File: config.mk
export PLATFORM = sky130hd
export DESIGN_NAME = dp_issue_ctrl
export DESIGN_NICKNAME = d
export VERILOG_FILES = /design/src/rtl/dp_issue_ctrl.sv
export SDC_FILE = /design/constraint.sdc
export NUM_CORES = 1
export LEC_CHECK = 0
export ABC_CLOCK_PERIOD_IN_PS = 3940
export CORE_ASPECT_RATIO = 1.5
export CORE_MARGIN = 2
export CORE_UTILIZATION = 40
export CTS_BUF_LIST = sky130_fd_sc_hd__clkbuf_4 sky130_fd_sc_hd__clkbuf_8
export DETAILED_ROUTE_END_ITERATION = 10
export GPL_TIMING_DRIVEN = 0
export HOLD_SLACK_MARGIN = 0.03
export MAX_ROUTING_LAYER = met4
export PLACE_DENSITY = 0.68
export SLEW_MARGIN = 25
export SYNTH_ARGS = -nofsm -noshare
export SYNTH_HDL_FRONTEND = slang
export SYNTH_SLANG_ARGS = --single-unit
File: constraint.sdc
create_clock -name clk -period 3.94 [get_ports clk]
set_input_delay 0.591 -clock clk [delete_from_list [all_inputs] [get_ports clk]]
set_output_delay 0.591 -clock clk [all_outputs]
set_load 0.01 [all_outputs]
File: src/rtl/dp_issue_ctrl.sv
// dp_issue_ctrl: issue controller for a downstream combinational datapath.
//
// Commands {opcode, a, b} are queued in a FIFO_DEPTH-entry FIFO (a power of
// two, 2..16). The FIFO head drives the datapath. The datapath result is
// captured into a one-entry output register that has valid/ready handshaking.
// The queued path adds one cycle of latency. With out_ready held high, the
// block accepts one command and retires one result every cycle.
//
// Optional feature: define DP_CARRY_CNT_EN to add carry_cnt. This is a
// saturating count of captured results whose dp_co was 1.
//
// Ports:
//   clk, rst_n                  clock, asynchronous active-low reset
//   in_valid/in_ready           command handshake (in_ready = !full)
//   in_opcode, in_a, in_b       command opcode and signed operands
//   dp_opcode, dp_a, dp_b       FIFO head driven to the datapath (0 when empty)
//   dp_y, dp_co                 datapath result and carry-out
//   out_valid/out_ready         result handshake
//   out_y, out_co, out_opcode   registered result, carry and opcode tag
//   busy                        FIFO non-empty or result pending
//   carry_cnt                   (DP_CARRY_CNT_EN only) saturating carry count
module dp_issue_ctrl #(
    parameter int unsigned FIFO_DEPTH = 4
) (
    input  logic        clk,
    input  logic        rst_n,
    input  logic        in_valid,
    output logic        in_ready,
    input  logic [2:0]  in_opcode,
    input  logic [15:0] in_a,
    input  logic [15:0] in_b,
    output logic [15:0] dp_a,
    output logic [15:0] dp_b,
    output logic [2:0]  dp_opcode,
    input  logic [15:0] dp_y,
    input  logic        dp_co,
    output logic        out_valid,
    input  logic        out_ready,
    output logic [15:0] out_y,
    output logic        out_co,
    output logic [2:0]  out_opcode,
    output logic        busy
`ifdef DP_CARRY_CNT_EN
    ,
    output logic [15:0] carry_cnt
`endif
);

    localparam int unsigned PtrW = (FIFO_DEPTH > 1) ? $clog2(FIFO_DEPTH) : 1;
    localparam int unsigned CntW = PtrW + 1;
    localparam logic [CntW-1:0] FullCnt = CntW'(FIFO_DEPTH);

    typedef enum logic [0:0] {OutEmpty, OutFull} out_state_e;

    out_state_e state_q;

    logic [2:0]  mem_op_q [FIFO_DEPTH];
    logic [15:0] mem_a_q  [FIFO_DEPTH];
    logic [15:0] mem_b_q  [FIFO_DEPTH];

    logic [PtrW-1:0] wptr_q, rptr_q;
    logic [CntW-1:0] cnt_q;

    logic empty, full, push, capture;

    assign empty    = (cnt_q == '0);
    assign full     = (cnt_q == FullCnt);
    assign in_ready = !full;
    assign push     = in_valid && in_ready;
    // The output register is free when it is empty or is being drained this cycle.
    assign capture  = !empty && ((state_q == OutEmpty) || out_ready);
    assign busy     = !empty || out_valid;

    // Gate the head with empty so stale storage never reaches the datapath.
    always_comb begin
        dp_a      = '0;
        dp_b      = '0;
        dp_opcode = '0;
        if (!empty) begin
            dp_a      = mem_a_q[rptr_q];
            dp_b      = mem_b_q[rptr_q];
            dp_opcode = mem_op_q[rptr_q];
        end
    end

    // Storage needs no reset: it is only observed through the empty gate above.
    always_ff @(posedge clk) begin
        if (push) begin
            mem_op_q[wptr_q] <= in_opcode;
            mem_a_q[wptr_q]  <= in_a;
            mem_b_q[wptr_q]  <= in_b;
        end
    end

    // Pointers wrap naturally because FIFO_DEPTH is a power of two.
    always_ff @(posedge clk or negedge rst_n) begin
        if (!rst_n) begin
            wptr_q <= '0;
            rptr_q <= '0;
            cnt_q  <= '0;
        end else begin
            if (push) begin
                wptr_q <= wptr_q + 1'b1;
            end
            if (capture) begin
                rptr_q <= rptr_q + 1'b1;
            end
            if (push && !capture) begin
                cnt_q <= cnt_q + 1'b1;
            end else if (!push && capture) begin
                cnt_q <= cnt_q - 1'b1;
            end
        end
    end

    // Output stage FSM with registered outputs.
    always_ff @(posedge clk or negedge rst_n) begin
        if (!rst_n) begin
            state_q    <= OutEmpty;
            out_valid  <= 1'b0;
            out_y      <= '0;
            out_co     <= 1'b0;
            out_opcode <= '0;
        end else begin
            unique case (state_q)
                OutEmpty: begin
                    if (capture) begin
                        state_q    <= OutFull;
                        out_valid  <= 1'b1;
                        out_y      <= dp_y;
                        out_co     <= dp_co;
                        out_opcode <= dp_opcode;
                    end
                end
                OutFull: begin
                    if (capture) begin
                        out_y      <= dp_y;
                        out_co     <= dp_co;
                        out_opcode <= dp_opcode;
                    end else if (out_ready) begin
                        state_q   <= OutEmpty;
                        out_valid <= 1'b0;
                    end
                end
                default: begin
                    state_q   <= OutEmpty;
                    out_valid <= 1'b0;
                end
            endcase
        end
    end

`ifdef DP_CARRY_CNT_EN
    always_ff @(posedge clk or negedge rst_n) begin
        if (!rst_n) begin
            carry_cnt <= '0;
        end else if (capture && dp_co && (carry_cnt != 16'hFFFF)) begin
            carry_cnt <= carry_cnt + 16'd1;
        end
    end
`endif

endmodule

== After elaboration in Yosys (flattened, before gate mapping) ==
Memories as Yosys holds them, arrays and structs flattened.
Cells that the tools add are included.

* Flip-flop bits (word level): 29
* Memory bits (writable): 140
* Output and inout bits: 58
* Memories: 3

{| class="wikitable"
|+ Memories
! name !! depth !! bits a word !! read ports !! clocked after memory_dff !! write ports !! RTL line !! source
|-
| mem_a_q || 4 || 16 || 1 || 0 || 1 || 58 || <nowiki>logic [15:0] mem_a_q [FIFO_DEPTH];</nowiki>
|-
| mem_b_q || 4 || 16 || 1 || 0 || 1 || 59 || <nowiki>logic [15:0] mem_b_q [FIFO_DEPTH];</nowiki>
|-
| mem_op_q || 4 || 3 || 1 || 0 || 1 || 57 || <nowiki>logic [2:0] mem_op_q [FIFO_DEPTH];</nowiki>
|}

* $add $sub $neg: 4
* Eq/ne operators: 4
* Muxes and demuxes: 18
* Bitwise gates (word level): 1
* Reduce and logical (&&, ||, !) cells: 13

{| class="wikitable"
|+ Operators by type and width
! kind !! number
|-
| 2-to-1 mux 16 bit || 3
|-
| 2-to-1 mux 3 bit || 4
|-
| 2-to-1 mux 1 bit || 9
|-
| inequality test 2 bit (second input constant) || 3
|-
| adder 2 x 1 -> 2 bit (second input constant) || 2
|-
| logical AND 1 bit || 4
|-
| zero test 1 bit || 4
|-
| case mux 1 bit (2 select lines) || 2
|-
| adder 3 x 1 -> 3 bit (second input constant) || 1
|-
| equality test 3 bit (second input constant) || 1
|-
| zero test 3 bit || 1
|-
| AND reduction 3 bit || 1
|-
| subtractor 3 x 1 -> 3 bit (second input constant) || 1
|-
| logical OR 1 bit || 2
|-
| nonzero test 2 bit || 1
|-
| inverter 1 bit || 1
|}

== Longest topological paths before layout ==
Gate-level depths: netlist (run 1).

* Depth after elaboration: 7
* Depth in mapped cells: 10

== Least setup slack after synthesis (run 1) ==
No wires, ideal clock.

* Kind: input -> register
* From: input in_valid
* To: memory mem_a_q[0][0] (enable)
* Setup time: 395 ps
* Arrival time: 1752 ps
* Setup slack: 1793 ps
* Cell stages on the path: 2
* Path buffers: 0
* Cell sequence: a21boi_2 > and2_1

* Cells in the longest elaborated chain, start to end: 3

{| class="wikitable"
|+ Ends and longest elaborated chain
! element !! RTL line !! source
|-
| from (decl) || 27 || <nowiki>input logic in_valid,</nowiki>
|-
| logical AND 1 bit || 69 || <nowiki>assign push = in_valid && in_ready;</nowiki>
|-
| 2-to-1 mux 1 bit || 88 || <nowiki>if (push) begin</nowiki>
|-
| 2-to-1 mux 1 bit (implied by the code) || 90 || <nowiki>mem_a_q[wptr_q] <= in_a;</nowiki>
|-
| to (decl) || 58 ||
|}

No other way between the ends.

== Worst setup path in the final report (run 1) ==
* From: register cnt_q[1]
* To: output dp_b[1]

* Cells in the longest elaborated chain, start to end: 2

{| class="wikitable"
|+ Ends and longest elaborated chain
! element !! RTL line !! source
|-
| from (decl) || 62 || <nowiki>logic [CntW-1:0] cnt_q;</nowiki>
|-
| from (signal assigned) || 109 || <nowiki>cnt_q <= cnt_q + 1'b1;</nowiki>
|-
| from (signal assigned) || 111 || <nowiki>cnt_q <= cnt_q - 1'b1;</nowiki>
|-
| zero test 3 bit || 66 || <nowiki>assign empty = (cnt_q == '0);</nowiki>
|-
| 2-to-1 mux 16 bit || 79 || <nowiki>if (!empty) begin</nowiki>
|-
| to (decl) || 33 || <nowiki>output logic [15:0] dp_b,</nowiki>
|}

No other way between the ends.

==> results by group, run 1 <==
Run status
  – Run status: complete, no violations

Layout
  – Antenna Diode Count: 0
  – Final net count: 509
  – Total area of multi-input combinational cells: 1520 um^2
  – Most frequent standard cell in the layout excluding fill and tap cells: edfxtp_1
  – Share of post-route cells with drive strength above 1: 23.7%
  – Count of filler cells inserted in the layout: 1312
  – Area taken by flip-flops and latches: 4930 um^2
  – Utilization after layout: 52.5%
  – Relative area change from synthesis to final layout: 29.2%
  – Highest-count cells in the layout ignoring fill and taps: 140 x edfxtp_1, 112 x clkdlybuf4s50_1, 35 x and2_1, 31 x mux4_2, 29 x dfrtp_1

Floorplan
  – Die Y: 161 um
  – Floorplan core area: 16200 um^2
  – Initial core utilization: 40.7%
  – I/O pins: 114
  – Die outline width: 109 um
  – Total Die Area: 17500 um^2
  – Core Rows: 57

Clocking
  – Number of gates given a new drive strength after cts: 0
  – Clock Latency Late Sink: 0.45 ns
  – TritonCTS clock tree: yes
  – Clock net sink count: 169
  – Post-CTS setup buffer count: 0
  – CTS root buf: clkbuf_8
  – Clock H-tree levels: 4
  – Num CTS Buffers: 17
  – Clock slew at reported path FFs: 0.09 ns
  – Quantity of hold-fixing buffers added after cts: 0
  – Maximum buffer depth of the clock tree: 2

Yosys
  – Net count after synthesis: 371
  – Netlist area before placement: 6580 um^2
  – Cell taking the most area after synthesis: edfxtp_1
  – Largest family of logic cells by synthesized area: multiplexers
  – Syn. warnings: 0
  – Cell types occupying the most area after synthesis: edfxtp_1 64%, dfrtp_1 11%, mux4_2 11%
  – Share of the synthesized netlist area taken by xor and xnor gates: 0.798%
  – Sequential area share after synthesis: 74.9%
  – Mux contribution to synthesized area: 16.0%
  – Mean cell area of the mapped netlist: 21.3 um^2
  – Adder-cell share of the synthesized area: 1.25%
  – Fraction of the mapped netlist area in simple logic gates: 4.45%
  – Number of instances in the synthesized netlist: 309
  – Compound-Gate Fraction of Synth Area: 0.494%
  – Share of Yosys cell area claimed by the top area cell type: 63.9%
  – Flops & latches, synth: 169
  – Count of distinct cell types in the synthesized netlist: 28

GRT
  – Global-route wire length before repair: 18.9 mm
  – Total track usage: 15.2%
  – Maximum number of pins on one net before global-route repair: 30
  – Global route total overflow: 0
  – Number of global-route vias before repair: 3619
  – Initial antenna violation count: 0

Routing
  – Detailed Routing Iterations Pass 1: 4
  – Post-DR vias/cell: 4.92
  – Detail Route Antenna Nets: 0
  – Post-Route WL: 12.2 mm
  – Iteration-0 DRC count of the detailed router: 107
  – Via total after detailed routing: 3279
  – Average detailed-routed wire length per instance: 18.3 um
  – Remaining DRCs: 0

Critical path
  – Startpoint of the lowest-slack register-to-register path: cnt_q[1]$_DFFE_PN0P_
  – Startpoint of the worst setup timing path: cnt_q[1]$_DFFE_PN0P_
  – Buffers and inverters on the worst path: 3
  – Worst setup path category: flop to output pin
  – Largest fanout on the critical path: 10
  – Worst R2R Setup Slack: 1.71 ns
  – Critical Path RT: 3.35 ns
  – Slowest CP cell: clkdlybuf4s50_1
  – CP top delay family: buffers and inverters
  – Slowest cell delay on critical path: 0.48 ns
  – Crit path arrival time: 2.50 ns
  – Worst reg-to-reg path cell count: 10
  – Crit path to: dp_b[1]
  – Series of cell instances along the critical path: or3_1, clkbuf_2, clkbuf_1, and2_1, clkdlybuf4s50_1
  – CP Depth: 5
  – CP startpoint kind: flop
  – Category of the worst setup path capture point: output pin
  – Crit Reg-Reg Endpoint: cnt_q[2]$_DFFE_PN0P_

Job
  – Count of maximum capacitance violations: 0

Timing
  – Rel. slew slack: 56.6%
  – Setup violations, final: 0
  – Setup repair after global routing missed its margin: no
  – Highest achievable clock rate: 324 MHz
  – Final hold viol count: 0
  – Final period util: 78.3%
  – Pin slew with the least headroom to its limit: 0.651 ns
  – Clock Skews: 0.0125 ns
  – Final worst path period need: 3.09 ns
  – Number of pins exceeding their max-slew limit in the final report: 0
  – Setup Total Neg Slack: 0 ns

Placed design
  – Half-perimeter wire length of the detailed placement result: 8.36 mm
  – Number of port buffers: 113
  – Placer's final routability congestion estimate: 0.666

Power and ir drop
  – Pwr Density: 745 nW/um^2
  – Max rail drop VDD: 0.000326 V
  – Total leakage power: 0.00291 uW

Hold path
  – Worst min-delay path class: input port to asynchronous set/reset pin
through the flow:
| stage | power, uW | hold WS [ns] | std cells | instance area, um^2 | setup WS, ns |
|---|---|---|---|---|---|
| floorplan | 3990 | 0.295 | 309 | 6580 | 1.79 |
| detailed placement | 5280 | 0.488 | 634 | 8120 | 1.20 |
| global route | 6710 | 0.189 | 666 | 8500 | 0.704 |
| CTS | 6450 | 0.150 | 666 | 8500 | 0.800 |
| global placement | 5140 | 0.473 | 628 | 7970 | 0.535 |
| finish | 6340 | 0.159 | 666 | 8500 | 0.853 |
layer usage:
layer  vias up  global-route usage (%)  wire length [um]
li1       1492                       -                 -
met1      1682                    16.2              4780
met2        91                    26.7              6670
met3        14                    3.67               569
met4         0                    6.47               197
met5         -                       -                 0
report_power, final:
group          switching (uW)  leakage, uW  internal, uW  total (uW)
Sequential                139      0.00162          2390        2530
Clock                     639     0.000184           520        1160
Combinational            1120      0.00111          1530        2650
Total                    1890      0.00291          4440        6340
registers in the layout, summed over array words and instances, names as in the netlist:
| register | count |
|---|---|
| rptr_q | 2 |
| out_co | 1 |
| mem_op_q | 12 |
| wptr_q | 2 |
| state_q | 1 |
| out_valid | 1 |
| out_y | 16 |
| cnt_q | 3 |
| out_opcode | 3 |
| mem_a_q | 64 |
| mem_b_q | 64 |
layout make-up:
| cell class | count | share of cell area [%] |
|---|---|---|
| buffer | 14 | 1.44 |
| sequential | 169 | 58.0 |
| inverter | 5 | 0.221 |
| timing repair buffer | 119 | 15.0 |
| clock inverter | 14 | 1.66 |
| tap | 206 | 3.03 |
| clock buffer | 18 | 2.84 |
| multi-input combinational | 121 | 17.8 |
synthesized netlist by cell type:
| cell | instances |
|---|---|
| buf_12 | 3 |
| clkbuf_2 | 1 |
| xor2_1 | 3 |
| nor2_1 | 2 |
| nor3_2 | 1 |
| dfrtp_1 | 29 |
| mux2_1 | 1 |
| or3_1 | 1 |
| edfxtp_1 | 140 |
| ha_1 | 5 |
| a21boi_2 | 1 |
| nand2b_1 | 2 |
| clkbuf_1 | 3 |
| nand3_1 | 1 |
| a21boi_0 | 1 |
| buf_6 | 1 |
| nand2_1 | 2 |
| and2_1 | 39 |
| o21ai_0 | 1 |
| fa_1 | 1 |
| mux4_1 | 4 |
| xnor2_1 | 3 |
| mux4_2 | 31 |
| inv_1 | 5 |
| buf_2 | 4 |
| a21oi_2 | 1 |
| mux2_2 | 21 |
| buf_4 | 2 |
kinds of logic (layout without fill, tap and decap cells):
group	count (synthesis)	in the layout
xor+xnor	6	6
simple gates	48	48
mux	57	57
flops	169	169
buf+inv	19	170
fa+ha+maj	6	6
compound gates	4	4
worst min path at each step:
stage	start	endpoint	slack, ns	cells past startpoint
3_5_place_dp	out_y[4]$_DFFE_PN0P_	out_y[4]$_DFFE_PN0P_	0.49	1
2_1_floorplan	rst_n	cnt_q[0]$_DFFE_PN0P_	0.30	0
3_3_place_gp	out_y[4]$_DFFE_PN0P_	out_y[4]$_DFFE_PN0P_	0.47	1
4_1_cts	rst_n	out_y[10]$_DFFE_PN0P_	0.15	1
5_1_grt	rst_n	out_y[9]$_DFFE_PN0P_	0.19	1
6_report	rst_n	out_y[9]$_DFFE_PN0P_	0.16	1
Power figures use the tool's default switching activity.
==> run 2, diff against run 1 <==
--- a/config.mk
+++ b/config.mk
@@ -5,7 +5,7 @@
 export SDC_FILE = /design/constraint.sdc
 export NUM_CORES = 1
 export LEC_CHECK = 0
-export ABC_CLOCK_PERIOD_IN_PS = 3940
+export ABC_CLOCK_PERIOD_IN_PS = 2700
 export CORE_ASPECT_RATIO = 1.5
 export CORE_MARGIN = 2
 export CORE_UTILIZATION = 40
@@ -14,7 +14,7 @@
 export GPL_TIMING_DRIVEN = 0
 export HOLD_SLACK_MARGIN = 0.03
 export MAX_ROUTING_LAYER = met4
-export PLACE_DENSITY = 0.68
+export PLACE_DENSITY = 0.71
 export SLEW_MARGIN = 25
 export SYNTH_ARGS = -nofsm -noshare
 export SYNTH_HDL_FRONTEND = slang
==> constraint.sdc (replaced) <==
create_clock -name clk -period 2.7 [get_ports clk]
set_input_delay 0.405 -clock clk [delete_from_list [all_inputs] [get_ports clk]]
set_output_delay 0.405 -clock clk [all_outputs]
set_load 0.01 [all_outputs]
==> run 2 against run 1 <==
  * Register-to-register slack worse by 1.3 ns
  * Sequential power up 45%
  * Power up 47%
==> results by group, run 2 (synthesis gave the netlist of run 1 again) <==
Clocking
  – Clock H-tree levels: 4 (unchanged)
  – Clock Latency Late Sink: 0.45 ns (about the same)
  – Maximum buffer depth of the clock tree: 2 (unchanged)
  – Clock slew at reported path FFs: 0.09 ns (about the same)
  – TritonCTS clock tree: yes
  – Clock net sink count: 169 (unchanged)
  – CTS root buf: clkbuf_8
  – Num CTS Buffers: 17 (unchanged)

Layout
  – Relative area change from synthesis to final layout: 30.9%
  – Highest-count cells in the layout ignoring fill and taps: 140 x edfxtp_1, 80 x clkdlybuf4s50_1, 35 x and2_1, 31 x mux4_2, 27 x dfrtp_1
  – Final non-filler cell total: 673 (+1.1%)
  – Utilization after layout: 53.2% (+0.68 points)
  – Final net count: 516 (+1.4%)
  – Largest registers in the final layout: mem_a_q (64), mem_b_q (64), out_y (16)
  – Share of post-route cells with drive strength above 1: 25.7% (+2.0 points)
  – Antenna Diode Count: 0 (unchanged)
  – Most frequent standard cell in the layout excluding fill and tap cells: edfxtp_1

Floorplan
  – Core Rows: 57 (unchanged)
  – Initial core utilization: 40.7% (unchanged)
  – Floorplan core area: 16200 um^2 (unchanged)
  – I/O pins: 114 (unchanged)
  – Die outline width: 109 um (unchanged)
  – Total Die Area: 17500 um^2 (unchanged)
  – Die Y: 161 um (unchanged)

Routing
  – Detailed Routing Iterations Pass 1: 4 (unchanged)
  – Total length of routed met3 wires: 664 um (+17%)
  – Detail Route Antenna Nets: 0 (unchanged)
  – Average detailed-routed wire length per instance: 18.1 um (-1.4%)
  – Remaining DRCs: 0 (unchanged)
  – Post-Route WL: 12.2 mm (-0.39%)
  – Post-DR vias/cell: 4.88 (-0.83%)
  – Iteration-0 DRC count of the detailed router: 121 (+13%)
  – Via total after detailed routing: 3286 (+0.21%)
  – Amount of wire on met2 after detailed routing: 6.71 mm (+0.55%)
  – Top Layer Used: met4
  – M1 WL: 4.62 mm (-3.4%)

Power and ir drop
  – Part of the total power dissipated in the clock network: 20.0% (+1.7 points)
  – Max rail drop VDD: 0.000418 V (+28%)
  – Net Switching: 2820 uW (+49%)
  – Pwr Density: 1080 nW/um^2 (+45%)
  – Switching power as a share of total power: 30.3% (+0.40 points)
  – Post-layout total power: 9310 uW (+47%)
  – Cell internal pwr: 6490 uW (+46%)
  – Power share of the combinational group: 40.6% (-1.2 points)
  – Total leakage power: 0.00312 uW (+7.0%)
  – Share of total power in sequential cells: 39.4% (-0.5 points)

Critical path
  – Worst setup path category: flop to output pin
  – Largest fanout on the critical path: 7 (-3)
  – Crit path arrival time: 2.20 ns (-0.30 ns)
  – CP startpoint kind: flop
  – Worst R2R Setup Slack: 0.43 ns (-1.28 ns)
  – Startpoint of the lowest-slack register-to-register path: cnt_q[0]$_DFFE_PN0P_
  – Crit Reg-Reg Endpoint: cnt_q[2]$_DFFE_PN0P_
  – Category of the worst setup path capture point: output pin
  – Worst reg-to-reg path cell count: 11 (+1)
  – Critical Path RT: 2.30 ns (-1.05 ns)

Placed design
  – Setup slack at placement: 0.110 ns (-1.09 ns)
  – Number of port buffers: 113 (unchanged)
  – Half-perimeter wire length of the detailed placement result: 8.23 mm (-1.5%)
  – Total placed cells including tap cells: 632 (-0.32%)
  – Placer's final routability congestion estimate: 0.675 (+1.3%)

Timing
  – Rel. slew slack: 56.8% (+0.18 points)
  – Highest achievable clock rate: 383 MHz
  – Pin slew with the least headroom to its limit: 0.648 ns (-0.00264 ns)
  – Setup Total Neg Slack: 0 ns (unchanged)
  – Clock Skews: 0.00866 ns (-0.00381 ns)
  – Final worst path period need: 2.61 ns
  – Final hold viol count: 0 (unchanged)
  – Setup repair after global routing missed its margin: no
  – Post-route worst setup slack: 0.0909 ns (-0.762 ns)
  – Number of pins exceeding their max-slew limit in the final report: 0 (unchanged)
  – Final period util: 96.6%
  – Setup violations, final: 0 (unchanged)

GRT
  – Maximum number of pins on one net before global-route repair: 30 (unchanged)
  – Total track usage: 15.2% (about the same)
  – Global route total overflow: 0 (unchanged)
  – Initial antenna violation count: 0 (unchanged)
  – Global-route wire length before repair: 18.9 mm (about the same)
  – Number of global-route vias before repair: 3538 (-2.2%)

Hold path
  – Worst min-delay path class: input port to asynchronous set/reset pin

Job
  – Count of maximum capacitance violations: 0 (unchanged)

Run status
  – Run status: complete, no violations
-- run 2: changes by cell type in the layout (fill, tap and decap cells not counted), moves of 3 or more --
cell / previous run / this run
dlymetal6s2s_1: 0 / 8
clkdlybuf4s50_1: 112 / 80
clkinvlp_4: 4 / 0
clkbuf_1: 3 / 0
buf_4: 2 / 13
dlygate4sd2_1: 0 / 24
inv_8: 1 / 4
buf_2: 5 / 2
-- run 2: repair_timing --
action                                 in CTS  in global routing
setup endpoints to repair                  30                 10
endpoints found under the hold margin      29                  0
setup buffers                               7                  1
resized for setup                          40                 10
hold buffers                                1                  0
-- run 2: metal layers --
metal,vias up,global-route usage (%)
met5,-,-
met4,0,5.48
met1,1664,16.0
met3,14,4.04
li1,1506,-
met2,102,27.0
-- run 2: how the worst max path moves through the flow --
stage | startpoint | end | slack (ns)
6_report | rptr_q[0]$_DFFE_PN0P_ | dp_b[3] | 0.09
5_1_grt | rptr_q[0]$_DFFE_PN0P_ | dp_b[3] | 0.006
4_1_cts | cnt_q[1]$_DFFE_PN0P_ | dp_a[13] | 0.005
3_5_place_dp | out_ready | cnt_q[1]$_DFFE_PN0P_ | 0.11
3_3_place_gp | in_valid | mem_b_q[0][0]$_DFFE_PP_ | -0.47
2_1_floorplan | cnt_q[0]$_DFFE_PN0P_ | mem_a_q[0][0]$_DFFE_PP_ | 0.64
-- run 2: metrics by stage --
step | instance area (um^2) | hold WS (ns)
final | 8610 | 0.499
after global routing | 8610 | 0.522
after global placement | 7970 | 0.469
after CTS | 8590 | 0.501
after detailed placement | 8070 | 0.474
after floorplan | 6580 | 0.109
-- run 2: cell type report --
cell class | count | area, um^2
Multi-Input combinational cell | 121 | 1520
Clock buffer | 17 | 234
Clock inverter | 15 | 199
Tap cell | 206 | 258
Inverter | 5 | 18.8
Timing Repair Buffer | 126 | 1290
Buffer | 14 | 163
Fill cell | 1312 | 7570
Sequential cell | 169 | 4930
-- run 2: power by group through the flow --
stage | Sequential, uW | Combinational, uW | Clock (uW)
5_1_grt | 3720 | 4100 | 2030
2_1_floorplan | 3780 | 2030 | 0
3_3_place_gp | 3740 | 3740 | 0
3_5_place_dp | 3760 | 3900 | 0
4_1_cts | 3670 | 3890 | 1920
6_report | 3660 | 3780 | 1870
-- run 2: worst max-delay path: stages (launching register included) --
cell	delay, ns
dfrtp_1	0.38
buf_12	0.14
buf_12	0.12
buf_4	0.14
mux4_2	0.50
and2_1	0.18
dlygate4sd2_1	0.28
==> run 3, diff against run 2 <==
--- a/config.mk
+++ b/config.mk
@@ -12,7 +12,7 @@
 export CTS_BUF_LIST = sky130_fd_sc_hd__clkbuf_4 sky130_fd_sc_hd__clkbuf_8
 export DETAILED_ROUTE_END_ITERATION = 10
 export GPL_TIMING_DRIVEN = 0
-export HOLD_SLACK_MARGIN = 0.03
+export HOLD_SLACK_MARGIN = 0.06
 export MAX_ROUTING_LAYER = met4
 export PLACE_DENSITY = 0.71
 export SLEW_MARGIN = 25
==> results of run 3 <==
Same layout as run 2: the final DEF is identical, and so are final timing and power.
==> patch: new RTL, config.mk and constraints of run 3 <==
The parameter `FIFO_DEPTH` goes from 4 to 8.
--- a/src/rtl/dp_issue_ctrl.sv
+++ b/src/rtl/dp_issue_ctrl.sv
@@ -20,7 +20,7 @@
 //   busy                        FIFO non-empty or result pending
 //   carry_cnt                   (DP_CARRY_CNT_EN only) saturating carry count
 module dp_issue_ctrl #(
-    parameter int unsigned FIFO_DEPTH = 4
+    parameter int unsigned FIFO_DEPTH = 8
 ) (
     input  logic        clk,
     input  logic        rst_n,
Check against the original RTL: not equivalent (Yosys sat finds a counterexample within 10 cycles, from zero or initial values and one cycle with rst_n low).
==> patch against run 3 <==
- the run now ends with negative setup slack left
- sequential cell count up 143
- final area up 81%
- critical endpoint is now dp_b[13]
- first-iteration DRC count rose to 3.7 times the old value
- area after synthesis grew 84%
- clock skew rose by 6.0 ps
- maximum frequency is 9.0% lower
- highest routed layer unchanged
- worst setup slack got worse by 260 ps
- power grew 83%
- non-clock buffer count is 57 higher
- routed wire length rose by 110%
==> patch: results (changes against run 3) <==
<table>
<tr><th>Metric</th><th>Value</th></tr>
<tr><th colspan="2">Status</th></tr>
<tr><td>Outcome</td><td>complete, but fails checks (was finished, final reports clean)</td></tr>
<tr><td>Failing checks</td><td>negative setup slack</td></tr>
<tr><th colspan="2">GRT</th></tr>
<tr><td>Met3 capacity usage during global routing</td><td>3.10% (was 4.04%)</td></tr>
<tr><td>Overall track demand over capacity in global routing</td><td>17.1% (was 15.2%)</td></tr>
<tr><td>Wire length of the first global-routing pass</td><td>39.3 mm (was 18.9 mm)</td></tr>
<tr><td>Pin count of the biggest net entering global routing</td><td>31 (was 30)</td></tr>
<tr><th colspan="2">Yosys</th></tr>
<tr><td>Fraction of synthesized cell area in xor and xnor cells</td><td>0.434% (was 0.798%)</td></tr>
<tr><td>Leading cell types by total area after synthesis</td><td>edfxtp_1 (69%), mux4_2 (12%), dfrtp_1 (6.6%) (was edfxtp_1 (64%), dfrtp_1 (11%), mux4_2 (11%))</td></tr>
<tr><td>Fraction of the yosys area taken by sequential cells</td><td>76.1% (was 74.9%)</td></tr>
<tr><td>Synth unique cells</td><td>35 (was 28)</td></tr>
<tr><td>Post-synth EDFFs</td><td>280 (was 140)</td></tr>
<tr><th colspan="2">Route</th></tr>
<tr><td>Total met3 wirelength after detailed routing</td><td>1.28 mm (was 664 um)</td></tr>
<tr><td>Average wire per cell in the routed design</td><td>21.5 um (was 18.1 um)</td></tr>
<tr><td>Iteration-0 DRC count of the detailed router</td><td>451 (was 121)</td></tr>
<tr><td>Vias/cell</td><td>5.15 (was 4.88)</td></tr>
<tr><td>Routed wire length on met2</td><td>13.9 mm (was 6.71 mm)</td></tr>
<tr><th colspan="2">Finish</th></tr>
<tr><td>Number of nets at the end of the flow</td><td>842 (was 516)</td></tr>
<tr><th colspan="2">Worst setup path</th></tr>
<tr><td>Worst R2R Setup Slack</td><td>100 ps (was 430 ps)</td></tr>
<tr><td>Worst R2R End</td><td>cnt_q[3] (was cnt_q[2])</td></tr>
<tr><th colspan="2">Power</th></tr>
<tr><td>Cell Int Power</td><td>11600 uW (was 6490 uW)</td></tr>
<tr><td>Reported clock group power</td><td>3500 uW (was 1870 uW)</td></tr>
<tr><th colspan="2">Clock network</th></tr>
<tr><td>Bufs on Longest Clock Path</td><td>3 (was 2)</td></tr>
<tr><th colspan="2">STA</th></tr>
<tr><td>Final setup violation count</td><td>29 (was 0)</td></tr>
<tr><td>Worst Setup Slack, final</td><td>-166 ps (was 90.9 ps)</td></tr>
<tr><th colspan="2">Place</th></tr>
<tr><td>RePlAce Congestion</td><td>0.697 (was 0.675)</td></tr>
</table>
patch: cell count changes in the layout (fill, tap and decap cells not counted), sizes merged, moves of 7 or more:
cell                 run 3  this run
and2                    39         1
buf                     25       111
clkbuf                  19        69
clkinv                   5        15
dlygate4sd2             24         0
dlymetal6s2s             8         1
edfxtp                 140       280
inv                     13         5
mux2i                    0        40
mux4                    35        66
nand2                    2         9
nor2                     2        41
patch: how the worst min path moves through the flow:
stage	to	slack (ps)	cells past startpoint
floorplan	cnt_q[0]	110	0
global placement	out_opcode[0]	470	1
detailed placement	cnt_q[0]	220	1
CTS	cnt_q[0]	160	2
global route	cnt_q[0]	190	2
finish	cnt_q[0]	190	2
patch: what timing repair did:
item                                   CTS  global route
hold buffers                             1             0
resized for setup                      215            28
gates cloned                             6             0
pin swaps                                5            14
endpoints found under the hold margin   32             0
buffers inserted                        25            10
setup endpoints to repair               37            39
patch: area by class of cell:
cell class                 count  area (um2)
sequential                   312        9210
clock inverter                17        75.1
fill                        2376       14400
inverter                       4        15.0
clock buffer                  61         758
timing repair buffer         170        1840
tap                          400         500
buffer                        27         283
antenna                        2        5.00
multi-input combinational    222        2930
patch: worst max-delay path, cell delays in order, from the launching register on:
cell     delay (ps)
dfrtp_1         390
buf_6           130
buf_12          140
buf_12          120
buf_12          130
buf_4           130
mux4_2          440
mux2i_2         190
nor2_2           70
buf_2           140
patch: through the flow:
stage | setup TNS (ps) | std cells | utilization (%) | setup slack (ps) | area (um2)
after CTS | -3340 | 1209 | 51.7 | -171 | 15500
after global routing | -5030 | 1214 | 52.0 | -255 | 15600
final | -1580 | 1215 | 52.0 | -166 | 15600
after detailed placement | -5470 | 1099 | 47.3 | -500 | 14200
after global placement | -543880 | 1080 | 45.7 | -2030 | 13700
after floorplan | -45600 | 567 | - | -203 | 12100
